===== config.mk =====
export PLATFORM = sky130hd
export DESIGN_NAME = dma
export DESIGN_NICKNAME = d
export VERILOG_FILES = /design/src/rtl/dma_pkg.sv /design/src/rtl/dma.sv
export SDC_FILE = /design/constraint.sdc
export NUM_CORES = 1
export LEC_CHECK = 0
export BUFFER_PORTS_ARGS = -buffer_cell sky130_fd_sc_hd__buf_2
export CAP_MARGIN = 10
export CORE_MARGIN = 2
export CORE_UTILIZATION = 59
export DETAILED_ROUTE_END_ITERATION = 8
export HOLD_SLACK_MARGIN = 0.15
export PLACE_DENSITY = 0.86
export SLEW_MARGIN = 20
export SYNTH_ARGS = -nofsm -noshare
export SYNTH_HDL_FRONTEND = slang
export SYNTH_SLANG_ARGS = --single-unit

===== constraint.sdc =====
create_clock -name clk -period 10.19 [get_ports clk]
set_clock_uncertainty 0.2 [all_clocks]
set_input_delay 1.5285 -clock clk [delete_from_list [all_inputs] [get_ports clk]]
set_output_delay 1.5285 -clock clk [all_outputs]
set_load 0.02 [all_outputs]

===== src/rtl/dma_pkg.sv =====
// Shared definitions for the memory-to-memory DMA engine:
// FSM state encoding and aux register offsets.
package dma_pkg;

   typedef enum logic [2:0] {
      S_IDLE  = 3'd0,
      S_READ  = 3'd1,
      S_LATCH = 3'd2,
      S_WRITE = 3'd3,
      S_DONE  = 3'd4
   } state_t;

   localparam logic [2:0] OFF_START = 3'd0;
   localparam logic [2:0] OFF_SRC_L = 3'd1;
   localparam logic [2:0] OFF_SRC_H = 3'd2;
   localparam logic [2:0] OFF_DST_L = 3'd3;
   localparam logic [2:0] OFF_DST_H = 3'd4;
   localparam logic [2:0] OFF_LEN   = 3'd5;
   localparam logic [15:0] NUM_REGS = 16'd6;

endpackage


===== src/rtl/dma.sv =====
// Memory-to-memory byte copy engine programmed over the aux bus.
// Ports: clk/rst (async active-low), aux write bus (auxdaddr, auxdin),
// external memory port (extdout in; extdin, extdaddr, extwe, auxdoutsel out),
// irq/ack interrupt handshake, debug state/counter/numbytes.
module dma
   import dma_pkg::*;
#(
   parameter logic [15:0] BASE = 16'h0100
) (
   input  logic        clk,
   input  logic        rst,
   input  logic [15:0] auxdaddr,
   input  logic [7:0]  auxdin,
   input  logic [7:0]  extdout,
   input  logic        ack,
   output logic        irq,
   output logic        auxdoutsel,
   output logic [7:0]  extdin,
   output logic [15:0] extdaddr,
   output logic        extwe,
   output logic [2:0]  state,
   output logic [15:0] counter,
   output logic [15:0] numbytes
);

   state_t      state_q, state_d;
   logic [15:0] src_q, src_d;
   logic [15:0] dst_q, dst_d;
   logic [15:0] cnt_q, cnt_d;
   logic [15:0] nb_q, nb_d;
   logic [7:0]  data_q, data_d;
   logic [15:0] off;
   logic        hit;

   always_ff @(posedge clk or negedge rst) begin
      if (!rst) begin
         state_q <= S_IDLE;
         src_q   <= '0;
         dst_q   <= '0;
         cnt_q   <= '0;
         nb_q    <= '0;
         data_q  <= '0;
      end else begin
         state_q <= state_d;
         src_q   <= src_d;
         dst_q   <= dst_d;
         cnt_q   <= cnt_d;
         nb_q    <= nb_d;
         data_q  <= data_d;
      end
   end

   // Window decode: a wrapped subtraction makes the range test one compare.
   always_comb begin
      off = auxdaddr - BASE;
      hit = (off < NUM_REGS);
   end

   always_comb begin
      state_d = state_q;
      src_d   = src_q;
      dst_d   = dst_q;
      cnt_d   = cnt_q;
      nb_d    = nb_q;
      data_d  = data_q;
      unique case (state_q)
         S_IDLE: begin
            if (hit) begin
               case (off[2:0])
                  OFF_START: begin
                     cnt_d   = '0;
                     state_d = S_READ;
                  end
                  OFF_SRC_L: src_d[7:0]  = auxdin;
                  OFF_SRC_H: src_d[15:8] = auxdin;
                  OFF_DST_L: dst_d[7:0]  = auxdin;
                  OFF_DST_H: dst_d[15:8] = auxdin;
                  OFF_LEN:   nb_d = ({8'b0, auxdin} + 16'd1) << 2;
                  default:   ;
               endcase
            end
         end
         S_READ:  state_d = S_LATCH;
         S_LATCH: begin
            data_d  = extdout;
            state_d = S_WRITE;
         end
         S_WRITE: begin
            cnt_d   = cnt_q + 16'd1;
            state_d = (cnt_q + 16'd1 == nb_q) ? S_DONE : S_READ;
         end
         S_DONE: begin
            if (ack) state_d = S_IDLE;
         end
         default: state_d = S_IDLE;
      endcase
   end

   // External port is decoded purely from state and registers.
   always_comb begin
      extdaddr = '0;
      extdin   = '0;
      unique case (state_q)
         S_READ, S_LATCH: extdaddr = src_q + cnt_q;
         S_WRITE: begin
            extdaddr = dst_q + cnt_q;
            extdin   = data_q;
         end
         default: ;
      endcase
   end

   assign extwe      = (state_q == S_WRITE);
   assign auxdoutsel = (state_q == S_READ) ||
                       (state_q == S_LATCH) ||
                       (state_q == S_WRITE);
   assign irq        = (state_q == S_DONE);
   assign state      = state_q;
   assign counter    = cnt_q;
   assign numbytes   = nb_q;

endmodule


After elaboration in Yosys (flattened, before gate mapping)
Cells that the tools add are included.
{"block": "word_totals", "reg_bits": 73, "inputBits": 35, "word_cells": 50}
{"block": "op_classes", "addsub": 5, "order_cmp": 1, "n_eq_ne": 13, "n_mux": 10, "n_reduce_logical": 13}
{"cell": "$pmux 16 s2", "n": 2}
{"cell": "$add 16x16->16", "n": 2}
{"cell": "$mux 16", "n": 2}
{"cell": "$reduce_and 3->1", "n": 7}
{"cell": "$add 16x1->16 const B", "n": 1}
{"cell": "$eq 16x16->1", "n": 1}
{"cell": "$lt 16x3->1 const B", "n": 1}
{"cell": "$sub 16x9->16 const B", "n": 1}
{"cell": "$pmux 3 s5", "n": 1}
{"cell": "$eq 3x2->1 const B", "n": 4}
{"cell": "$mux 3", "n": 4}
{"cell": "$add 8x1->9 const B", "n": 1}
{"cell": "$eq 3x3->1 const B", "n": 3}
{"cell": "$mux 8", "n": 1}
{"cell": "$eq 3x1->1 const B", "n": 2}
{"cell": "$logic_not 3->1", "n": 2}
{"cell": "$ne 2x2->1 const B", "n": 2}
{"cell": "$logic_or 1x1->1", "n": 2}
{"cell": "$ne 2x1->1 const B", "n": 1}
{"cell": "$reduce_bool 2->1", "n": 1}
{"cell": "$reduce_or 2->1", "n": 1}

Depth between registers and ports, before layout
Gate-level depths: netlist of run 1.
{"block": "logic_depth", "depth_word": 5, "ltp_mapped": 17, "ltp_nobuf": 14}

Least setup slack after synthesis of run 1
OpenSTA, ideal clock, no wires.
{"block": "synth_timing", "kind": "register to output", "from": "register state_q[0] (netlist: state[0])", "to": "output port extdaddr[14]", "arrival_ps": 3760, "required_time_ps": 8462, "slack_ps": 4702, "stages_incl_launch_ff": 18, "path_buffers": 3, "path_cell_list": "dfrtp_1 -> buf_2 -> nand2_1 -> or2_2 -> clkbuf_1 -> inv_2 -> buf_1 -> nand2_1 -> nand2_1 -> ha_1 -> inv_1 -> fa_1 -> nor2b_1 -> o211ai_1 -> a21boi_1 -> o211ai_1 -> and4_1 -> or3_1"}
{"block": "synth_between", "elab_cells_between_ends": 5}
{"element": "from (decl)", "line": "dma.sv:26", "text": "state_t state_q, state_d;"}
{"element": "from (signal assigned)", "line": "dma.sv:44", "text": "state_q <= state_d;"}
{"element": "$eq 3x2->1"}
{"element": "net extwe", "line": "dma.sv:20", "text": "output logic extwe,"}
{"element": "$pmux 16 s2", "line": "dma.sv:103", "text": "unique case (state_q)"}
{"element": "to (decl)", "line": "dma.sv:19", "text": "output logic [15:0] extdaddr,"}
The timed path passes the listed nets, and every way through them passes these cells.

Worst setup path after layout of run 1
{"block": "layout_timing", "from": "register state_q[0] (netlist: state[0])", "to": "output port extdaddr[14]"}
{"block": "layout_between", "elab_chain_len": 3, "elab_cells_between_ends": 5}
{"element": "$eq 3x1->1 or $eq 3x2->1 (tied branches)", "line": "dma.sv:103"}
{"element": "$reduce_or 2->1", "line": "dma.sv:103"}
{"element": "$pmux 16 s2 (*)", "line": "dma.sv:103"}
Every way passes the cells marked *; elsewhere a longest branch is shown, timed or not.

==> impl_metrics.py, run 1 <==
metrics = {
    "status": {
        "status": "finished clean",
    },
    "floorplan": {
        "core_area_mm2": 0.00725,
        "fp.dieW_um": 90.7,
        "dieHeight_um": 90.7,
        "initial_utilization": 0.611,
        "num_rows": 31,
        "ioPinCount": 97,
        "dieArea_mm2": 0.00822,
    },
    "power": {
        "power.leakage_nw": 2.56,
        "power_density_mw_per_mm2": 196,
        "peakVddDrop_mv": 0.133,
        "totalPowerFinal_mw": 1.00,
    },
    "critical_path": {
        "path_max_fanout": 37,
        "cp.required_ns": 8.46,
        "cp_common_cell": "nand2_1",
        "worst-path-stages": 15,
        "cpMaxStageDelayCell": "inv_2",
        "cp_top_family": "simple AND/OR/NAND/NOR gates",
        "start_kind": "flip-flop",
        "cp_slowest_stage_delay_ns": 0.57,
        "arrival_ns": 4.53,
        "critPathKind": "flip-flop to primary output",
        "worst_setup_path_end_kind": "primary output",
        "rr_worst_depth": 7,
        "worst-path-buf-inv": 3,
        "crit_chain": "nand2_1 > or2_2 > inv_2 > nand2_1 > nand2_1 > ha_1 > inv_1 > fa_1 > nor2b_1 > o211ai_1 > a21boi_1 > o211ai_1 > and4_1 > or3_1 > buf_2",
    },
    "placement": {
        "dp_hpwl_um": 8580,
        "portBuffers": 89,
        "globalplace.congestion": 0.967,
    },
    "synth": {
        "ys_seq_area_frac": 0.384,
        "syn_area_mm2": 0.00443,
        "synth_commonest_cells": "nand2_1 (76), dfrtp_1 (68), o21ai_0 (42), mux2_2 (41), nor2_1 (30)",
        "async_reset_ff_frac": 1.00,
        "yosysUniqueCellTypes": 56,
        "yosysTopAreaCell": "dfrtp_1",
        "synth_flop_cell": "dfrtp_1",
        "synth-edff-count": 0,
        "postSynthCellCount": 490,
        "ys_seq_elements": 68,
        "synth_top_area_share": 0.384,
        "synth_most_common_cell": "nand2_1",
        "synth_warnings": 0,
        "synthTopCellsByArea": "dfrtp_1 (38%), mux2_2 (10%), nand2_1 (6.4%)",
        "synth.avg_cell_area_um2": 9.05,
    },
    "grt": {
        "grt-ovfl-total": 0,
        "grt_usage": 0.292,
        "use_met2": 0.489,
        "grt_antenna_before_repair": 0,
        "top_usage_layer": "met2",
        "grt_max_degree": 69,
        "first_global_vias": 3890,
        "grt_pass1_wl_um": 19000,
        "met3_usage": 0.0467,
        "grt.met1_usage": 0.367,
    },
    "routing": {
        "drc": 0,
        "ant_nets": 0,
        "vias": 4017,
        "drt-total-wl_um": 11700,
        "wl_per_cell_um": 17.4,
        "drt_iter0_markers": 326,
        "vias_per_cell": 5.97,
        "first_pass_iters": 5,
    },
    "clocking": {
        "clk_pin_slew_ns": 0.08,
        "clk_path_buf_depth": 2,
        "cts_resized": 0,
        "clk_latency_ns": 0.35,
        "post-cts-setup-buffer-count": 0,
        "numCtsBuffers": 9,
        "cts.sink_count": 68,
        "cts_tree": "done",
        "htreeDepth": 3,
        "postCtsHoldBufs": 0,
        "cts-root-buf": "clkbuf_8",
    },
    "hold_path": {
        "holdCritPathClass": "flip-flop to flip-flop",
        "whs_path_depth": 1,
    },
    "flow_run": {
        "drv_cap": 0,
    },
    "sta": {
        "finalCriticalPeriod_ns": 6.26,
        "rsz0062_at_grt": "no",
        "hold_viol": 0,
        "finalCritPeriodShare": 0.614,
        "tightestPinTransition_ns": 0.851,
        "relSlewSlack": 0.433,
        "drv_slew": 0,
        "setup_violations": 0,
        "fmax_mhz": 160,
        "setup_tns_ns": 0,
    },
    "final_layout": {
        "fin_nets": 622,
        "nFillCells": 572,
        "drive_gt1_frac": 0.272,
        "antenna-diode-count": 0,
        "utilization": 0.705,
        "syn_to_final_growth_pct": 15.3,
    },
}
## layer usage
layer,vias up,part of all wire
met4,0,0.039
met1,1935,0.41
met2,172,0.49
li1,1876,-
met3,34,0.062
met5,-,0
## cell families after synthesis
logic type / Yosys count / synth area share
buffers and inverters: 39 / 0.0426
adder cells (fa/ha/maj): 18 / 0.0525
AO/OA/AOI/OAI: 96 / 0.132
AND/OR/NAND/NOR: 195 / 0.221
other: 1 / 0.000846
XOR/XNOR: 30 / 0.0593
multiplexers: 43 / 0.109
flip-flops: 68 / 0.384
## power by group
group | internal, mW | switching, mW | total (mW)
clock network | 0.139 | 0.112 | 0.252
logic | 0.137 | 0.247 | 0.384
registers | 0.306 | 0.0631 | 0.369
total | 0.582 | 0.423 | 1.00
## worst paths after layout
path | from | to | slack (ns)
hold / removal | data_q[0] | data_q[0] | 0.31
min in group asynchronous | rst | counter[8] | 1.16
hold reg to reg | data_q[0] | data_q[0] | 0.31
max in group asynchronous | rst | dst_q[4] | 8.07
setup reg to reg | counter[1] | state[0] | 7.39
setup / recovery | state[0] | extdaddr[14] | 3.93
## sequential cells by signal (all words and copies together) (netlist names)
name	flops
counter	16
numbytes	9
src_q	16
data_q	8
state	3
dst_q	16
## through the flow
| stage | area [µm²] | hold WS (ns) | setup slack [ns] | instances |
|---|---|---|---|---|
| final | 5110 | 0.310 | 3.93 | 673 |
| after global routing | 5110 | 0.325 | 3.60 | 673 |
| after CTS | 5110 | 0.313 | 4.02 | 673 |
| after detailed placement | 4880 | 0.295 | 4.42 | 657 |
| after global placement | 4880 | 0.281 | 4.51 | 657 |
| after floorplan | 4460 | 0.272 | 4.70 | 496 |
## cell usage in the layout (no fill, tap or decap), types with 6 or more instances in the layout
cell type	netlist	final
conb_1	1	7
mux2_2	41	41
inv_1	10	10
a21oi_1	15	15
nand4_1	9	9
and2_1	13	13
nand2_1	76	76
xnor2_1	20	20
buf_2	7	89
nor4_1	6	6
nor3_1	14	13
nor2_1	30	30
o211ai_1	6	6
ha_1	17	17
o21ai_0	42	42
clkbuf_8	0	9
o31ai_1	7	7
nand3_1	15	15
dfrtp_1	68	68
xor2_1	10	10
## cell type report
cell class | instances | area (µm²) | area share
clock buffers | 9 | 124 | 0.0242
clock inverters | 7 | 98.8 | 0.0193
inverters | 11 | 41.3 | 0.00808
repair buffers | 90 | 453 | 0.0886
well taps | 99 | 124 | 0.0242
multi-input cells | 389 | 2570 | 0.503
flip-flops and latches | 68 | 1700 | 0.333
No activity file was read; power rests on OpenSTA's default activity.
==> run 2, diff against run 1 <==
- CORE_UTILIZATION: 59 -> 50
- PLACE_DENSITY: 0.86 -> 0.77
- clock period: 10.19 -> 5.6 ns (I/O delays scaled with it)
==> run 2 against run 1 <==
Via count down 0.62%. Power increased by 78%. Non-clock buffer count rose by 2. Hold slack got worse by 0.00081 ns. Largest cell class unchanged. Final area about the same.
==> impl_metrics.py, run 2 (synthesized netlist as in run 1, its figures left out) <==
metrics = {
    "grt": {
        "grt-ovfl-total": 0,
        "grt_antenna_before_repair": 0,
        "grt_max_degree": 69,
        "grt_usage": 0.247,
        "grt_pass1_wl_um": 19200,
        "first_global_vias": 3903,
    },
    "sta": {
        "finalCritPeriodShare": 0.874,
        "setup_violations": 0,
        "setup_tns_ns": 0,
        "fmax_mhz": 204,
        "tightestPinTransition_ns": 0.861,
        "postLayoutSetupSlackWorst_ns": 0.705,
        "relSlewSlack": 0.426,
        "fin_hold_ws_ns": 0.309,
        "finalCriticalPeriod_ns": 4.90,
        "rsz0062_at_grt": "no",
        "hold_viol": 0,
        "drv_slew": 0,
    },
    "status": {
        "status": "finished clean",
    },
    "final_layout": {
        "fin_nets": 624,
        "utilization": 0.589,
        "final_common_cell": "buf_2",
        "antenna-diode-count": 0,
        "nFillCells": 820,
        "drive_gt1_frac": 0.274,
        "syn_to_final_growth_pct": 15.4,
        "mostFrequentLayoutCells": "buf_2 (89), nand2_1 (76), dfrtp_1 (68)",
    },
    "critical_path": {
        "rr_endpoint": "state[0]",
        "critPathKind": "flip-flop to primary output",
        "arrival_ns": 3.86,
        "crit_chain": "nand2_1 > or2_2 > inv_2 > nand2_1 > nand2_1 > ha_1 > inv_1 > fa_1 > nor2b_1 > o211ai_1 > a21boi_1 > o211ai_1 > and4_1 > or3_1 > buf_2",
        "cp.required_ns": 4.56,
        "cp_slowest_stage_delay_ns": 0.50,
        "rr_worst_depth": 7,
        "cp_common_cell": "nand2_1",
        "reg2reg_from": "counter[1]",
        "start_kind": "flip-flop",
        "worst_setup_path_end_kind": "primary output",
        "cpMaxStageDelayCell": "dfrtp_1",
        "reg2reg_setup_slack_ns": 2.87,
        "path_max_fanout": 15,
    },
    "clocking": {
        "htreeDepth": 3,
        "clk_path_buf_depth": 2,
        "cts_resized": 0,
        "clk_pin_slew_ns": 0.07,
        "post-cts-setup-buffer-count": 0,
        "postCtsHoldBufs": 0,
        "cts_tree": "done",
        "cts-root-buf": "clkbuf_8",
        "clk_latency_ns": 0.34,
        "cts.sink_count": 68,
        "numCtsBuffers": 9,
    },
    "placement": {
        "dp_hpwl_um": 8560,
        "portBuffers": 89,
        "globalplace.congestion": 0.909,
        "place_ws_ns": 1.15,
    },
    "routing": {
        "first_pass_iters": 5,
        "vias_per_cell": 5.84,
        "drt_iter0_markers": 277,
        "vias": 3992,
        "wl_per_cell_um": 16.9,
        "drc": 0,
        "ant_nets": 0,
        "drt-total-wl_um": 11500,
    },
    "hold_path": {
        "whs_path_depth": 1,
        "min_to": "src_q[6]",
        "holdCritPathClass": "flip-flop to flip-flop",
        "min_from": "src_q[6]",
    },
    "floorplan": {
        "fp.dieW_um": 98.2,
        "initial_utilization": 0.511,
        "dieHeight_um": 98.2,
        "core_area_mm2": 0.00868,
        "num_rows": 34,
        "dieArea_mm2": 0.00964,
        "ioPinCount": 97,
    },
    "power": {
        "power_density_mw_per_mm2": 349,
        "totalPowerFinal_mw": 1.78,
        "power.leakage_nw": 2.55,
        "peakVddDrop_mv": 0.260,
    },
    "flow_run": {
        "drv_cap": 0,
    },
}
run 2: cell count changes in the layout (fill, tap and decap cells not counted), sizes merged:
cell      delta
bufinv       -1
inv          -1
buf          +2
clkinvlp     +2
run 2: worst max path at each step:
| stage | to | startpoint | cells after the start | slack, ns |
|---|---|---|---|---|
| after floorplan | extdaddr[14] | state[0] | 17 | 0.80 |
| after global placement | extdaddr[14] | state[0] | 15 | 1.26 |
| after detailed placement | extdaddr[14] | state[0] | 15 | 1.15 |
| after CTS | extdaddr[14] | state[0] | 15 | 0.76 |
| after global routing | extdaddr[14] | state[0] | 15 | 0.39 |
| final | extdaddr[14] | state[0] | 15 | 0.70 |
run 2: critical path: cells and delay by family (launching register included):
| family | cells | cell delay (ns) |
|---|---|---|
| buffers and inverters | 3 | 0.43 |
| AND/OR/NAND/NOR | 7 | 1.34 |
| flip-flops | 1 | 0.50 |
| adder cells (fa/ha/maj) | 2 | 0.53 |
| AO/OA/AOI/OAI | 3 | 0.70 |
run 2: layout make-up:
cell class                 count  area, µm²  area share
timing repair buffer          92        468      0.0915
inverter                      11       41.3     0.00807
sequential                    68       1700       0.333
clock inverter                 7       75.1      0.0147
multi-input combinational    389       2570       0.502
tap                          108        135      0.0264
clock buffer                   9        124      0.0242
run 2: stage by stage:
stage / area [µm²] / std cells
after floorplan: 4460 / 496
after global placement: 4910 / 668
after detailed placement: 4910 / 668
after CTS: 5110 / 684
after global routing: 5110 / 684
final: 5110 / 684
run 2: report_power, final:
part / internal [mW] / switching [mW]
registers: 0.556 / 0.116
logic: 0.253 / 0.446
clock network: 0.207 / 0.205
total: 1.02 / 0.767
run 2: per-layer routing:
metal,wire [µm],track usage,up-vias,share of wire
li1,-,-,1883,-
met1,4720,0.313,1917,0.41
met2,5730,0.424,175,0.50
met3,860,0.0480,17,0.075
met4,232,0.0885,0,0.020
met5,0,0,-,0
==> run 3, diff against run 2 <==
- REMOVE_ABC_BUFFERS: default -> 1
==> run 3 against run 2 <==
Die area is the same. Sequential power decreased by 1%. Global-route usage down 1.4 points. Critical path depth decreased by 1. Hold slack lost 0.0069 ns. Routed wire length decreased by 3.4%. Via count decreased by 0.20%. Critical endpoint unchanged. Highest routed layer unchanged.
==> impl_metrics.py, run 3 (synthesized netlist as in run 1, its figures left out) <==
metrics = {
    "critical_path": {
        "arrival_ns": 4.23,
        "path_max_fanout": 35,
        "start_kind": "flip-flop",
        "cp.required_ns": 4.56,
        "critPathKind": "flip-flop to primary output",
        "worst_setup_path_end_kind": "primary output",
    },
    "power": {
        "peakVddDrop_mv": 0.163,
        "pwr-share-clk": 0.240,
        "p_sw_uw": 757,
        "power_frac_seq": 0.372,
        "p_comb_frac": 0.388,
        "power_density_mw_per_mm2": 349,
        "intPower_mw": 1.03,
        "power.leakage_nw": 2.55,
        "switching_share": 0.424,
    },
    "status": {
        "status": "finished clean",
    },
    "final_layout": {
        "nFillCells": 784,
        "regArea_mm2": 0.00170,
        "mostFrequentLayoutCells": "buf_2 (89), nand2_1 (76), dfrtp_1 (68)",
        "antenna-diode-count": 0,
        "fin_nets": 623,
        "multi_input_area_mm2": 0.00257,
        "syn_to_final_growth_pct": 15.4,
        "utilization": 0.590,
        "final_common_cell": "buf_2",
        "drive_gt1_frac": 0.273,
    },
    "grt": {
        "first_global_vias": 3668,
        "grt_max_degree": 69,
        "grt_usage": 0.234,
        "grt-ovfl-total": 0,
        "grt_antenna_before_repair": 0,
        "grt_pass1_wl_um": 18200,
    },
    "floorplan": {
        "fp.dieW_um": 98.2,
        "dieArea_mm2": 0.00964,
        "ioPinCount": 97,
        "initial_utilization": 0.511,
        "core_area_mm2": 0.00868,
        "dieHeight_um": 98.2,
        "num_rows": 34,
    },
    "clocking": {
        "clk_path_buf_depth": 2,
        "cts_resized": 0,
        "cts.sink_count": 68,
        "postCtsHoldBufs": 0,
        "clk_latency_ns": 0.35,
        "cts-root-buf": "clkbuf_8",
        "numCtsBuffers": 9,
        "clk_pin_slew_ns": 0.08,
        "post-cts-setup-buffer-count": 0,
        "cts_tree": "done",
        "htreeDepth": 3,
    },
    "sta": {
        "fmax_mhz": 190,
        "tightestPinTransition_ns": 0.851,
        "finalCriticalPeriod_ns": 5.27,
        "hold_viol": 0,
        "relSlewSlack": 0.433,
        "finalCritPeriodShare": 0.942,
        "setup_violations": 0,
        "drv_slew": 0,
        "setup_tns_ns": 0,
        "rsz0062_at_grt": "no",
    },
    "routing": {
        "wl_per_cell_um": 16.3,
        "first_pass_iters": 5,
        "ant_nets": 0,
        "drt-total-wl_um": 11100,
        "vias": 3984,
        "drt_iter0_markers": 234,
        "drc": 0,
        "vias_per_cell": 5.83,
    },
    "flow_run": {
        "drv_cap": 0,
    },
    "placement": {
        "globalplace.congestion": 0.930,
        "portBuffers": 89,
        "dp_hpwl_um": 8230,
    },
    "hold_path": {
        "holdCritPathClass": "flip-flop to flip-flop",
    },
}
## run 3: changes by cell type in the layout (fill, tap and decap cells not counted), sizes merged
cell / change
buf: -1
clkinvlp: -1
inv: +1
clkinv: -1
clkbuf: +1
## run 3: cell type report
cell class / count / area share
multi-input cells: 389 / 0.502
flip-flops and latches: 68 / 0.333
repair buffers: 91 / 0.0900
clock buffers: 10 / 0.0269
well taps: 108 / 0.0264
clock inverters: 6 / 0.0139
inverters: 11 / 0.00807
## run 3: final timing paths
check                           startpoint            to  slack, ns  cells past startpoint
worst min register to register   data_q[2]     data_q[2]       0.30                      1
min in group asynchronous              rst     data_q[6]       0.48                      2
worst max-delay path              state[0]  extdaddr[14]       0.33                     14
max in group asynchronous              rst      state[2]       4.18                      2
worst min-delay path             data_q[2]     data_q[2]       0.30                      1
worst max register to register  counter[1]      state[0]       2.70                      7
## run 3: power groups by stage
stage	Combinational [mW]	Clock (mW)	Sequential, mW
finish	0.693	0.428	0.665
global route	0.758	0.457	0.680
CTS	0.693	0.432	0.663
detailed placement	0.691	0	0.673
global placement	0.675	0	0.668
floorplan	0.426	0	0.688
## run 3: layer usage
layer,track usage,up-vias,share of wire
met1,0.315,1917,0.43
met4,0.0759,0,0.019
li1,-,1882,-
met2,0.383,169,0.49
met5,0,-,0
met3,0.0437,16,0.062
## run 3: critical path, cell delays in order (launching register included)
cell and delay, ns:
dfrtp_1 0.48, nand2_1 0.11, or2_2 0.56, inv_2 0.22
buf_4 0.30, nand2_1 0.10, nand2_1 0.05, ha_1 0.32
nor2b_1 0.24, o211ai_1 0.11, a21boi_1 0.37, o211ai_1 0.23
and4_1 0.25, or3_1 0.35, buf_2 0.17
## run 3: metrics by stage
step	hold slack, ns	area (µm²)	instances	power, mW	setup slack (ns)
global placement	0.281	4900	667	1.34	0.936
global route	0.322	5120	683	1.90	0.0514
floorplan	0.272	4310	468	1.11	0.939
CTS	0.306	5110	683	1.79	0.387
detailed placement	0.288	4900	667	1.36	0.767
finish	0.302	5120	683	1.78	0.327
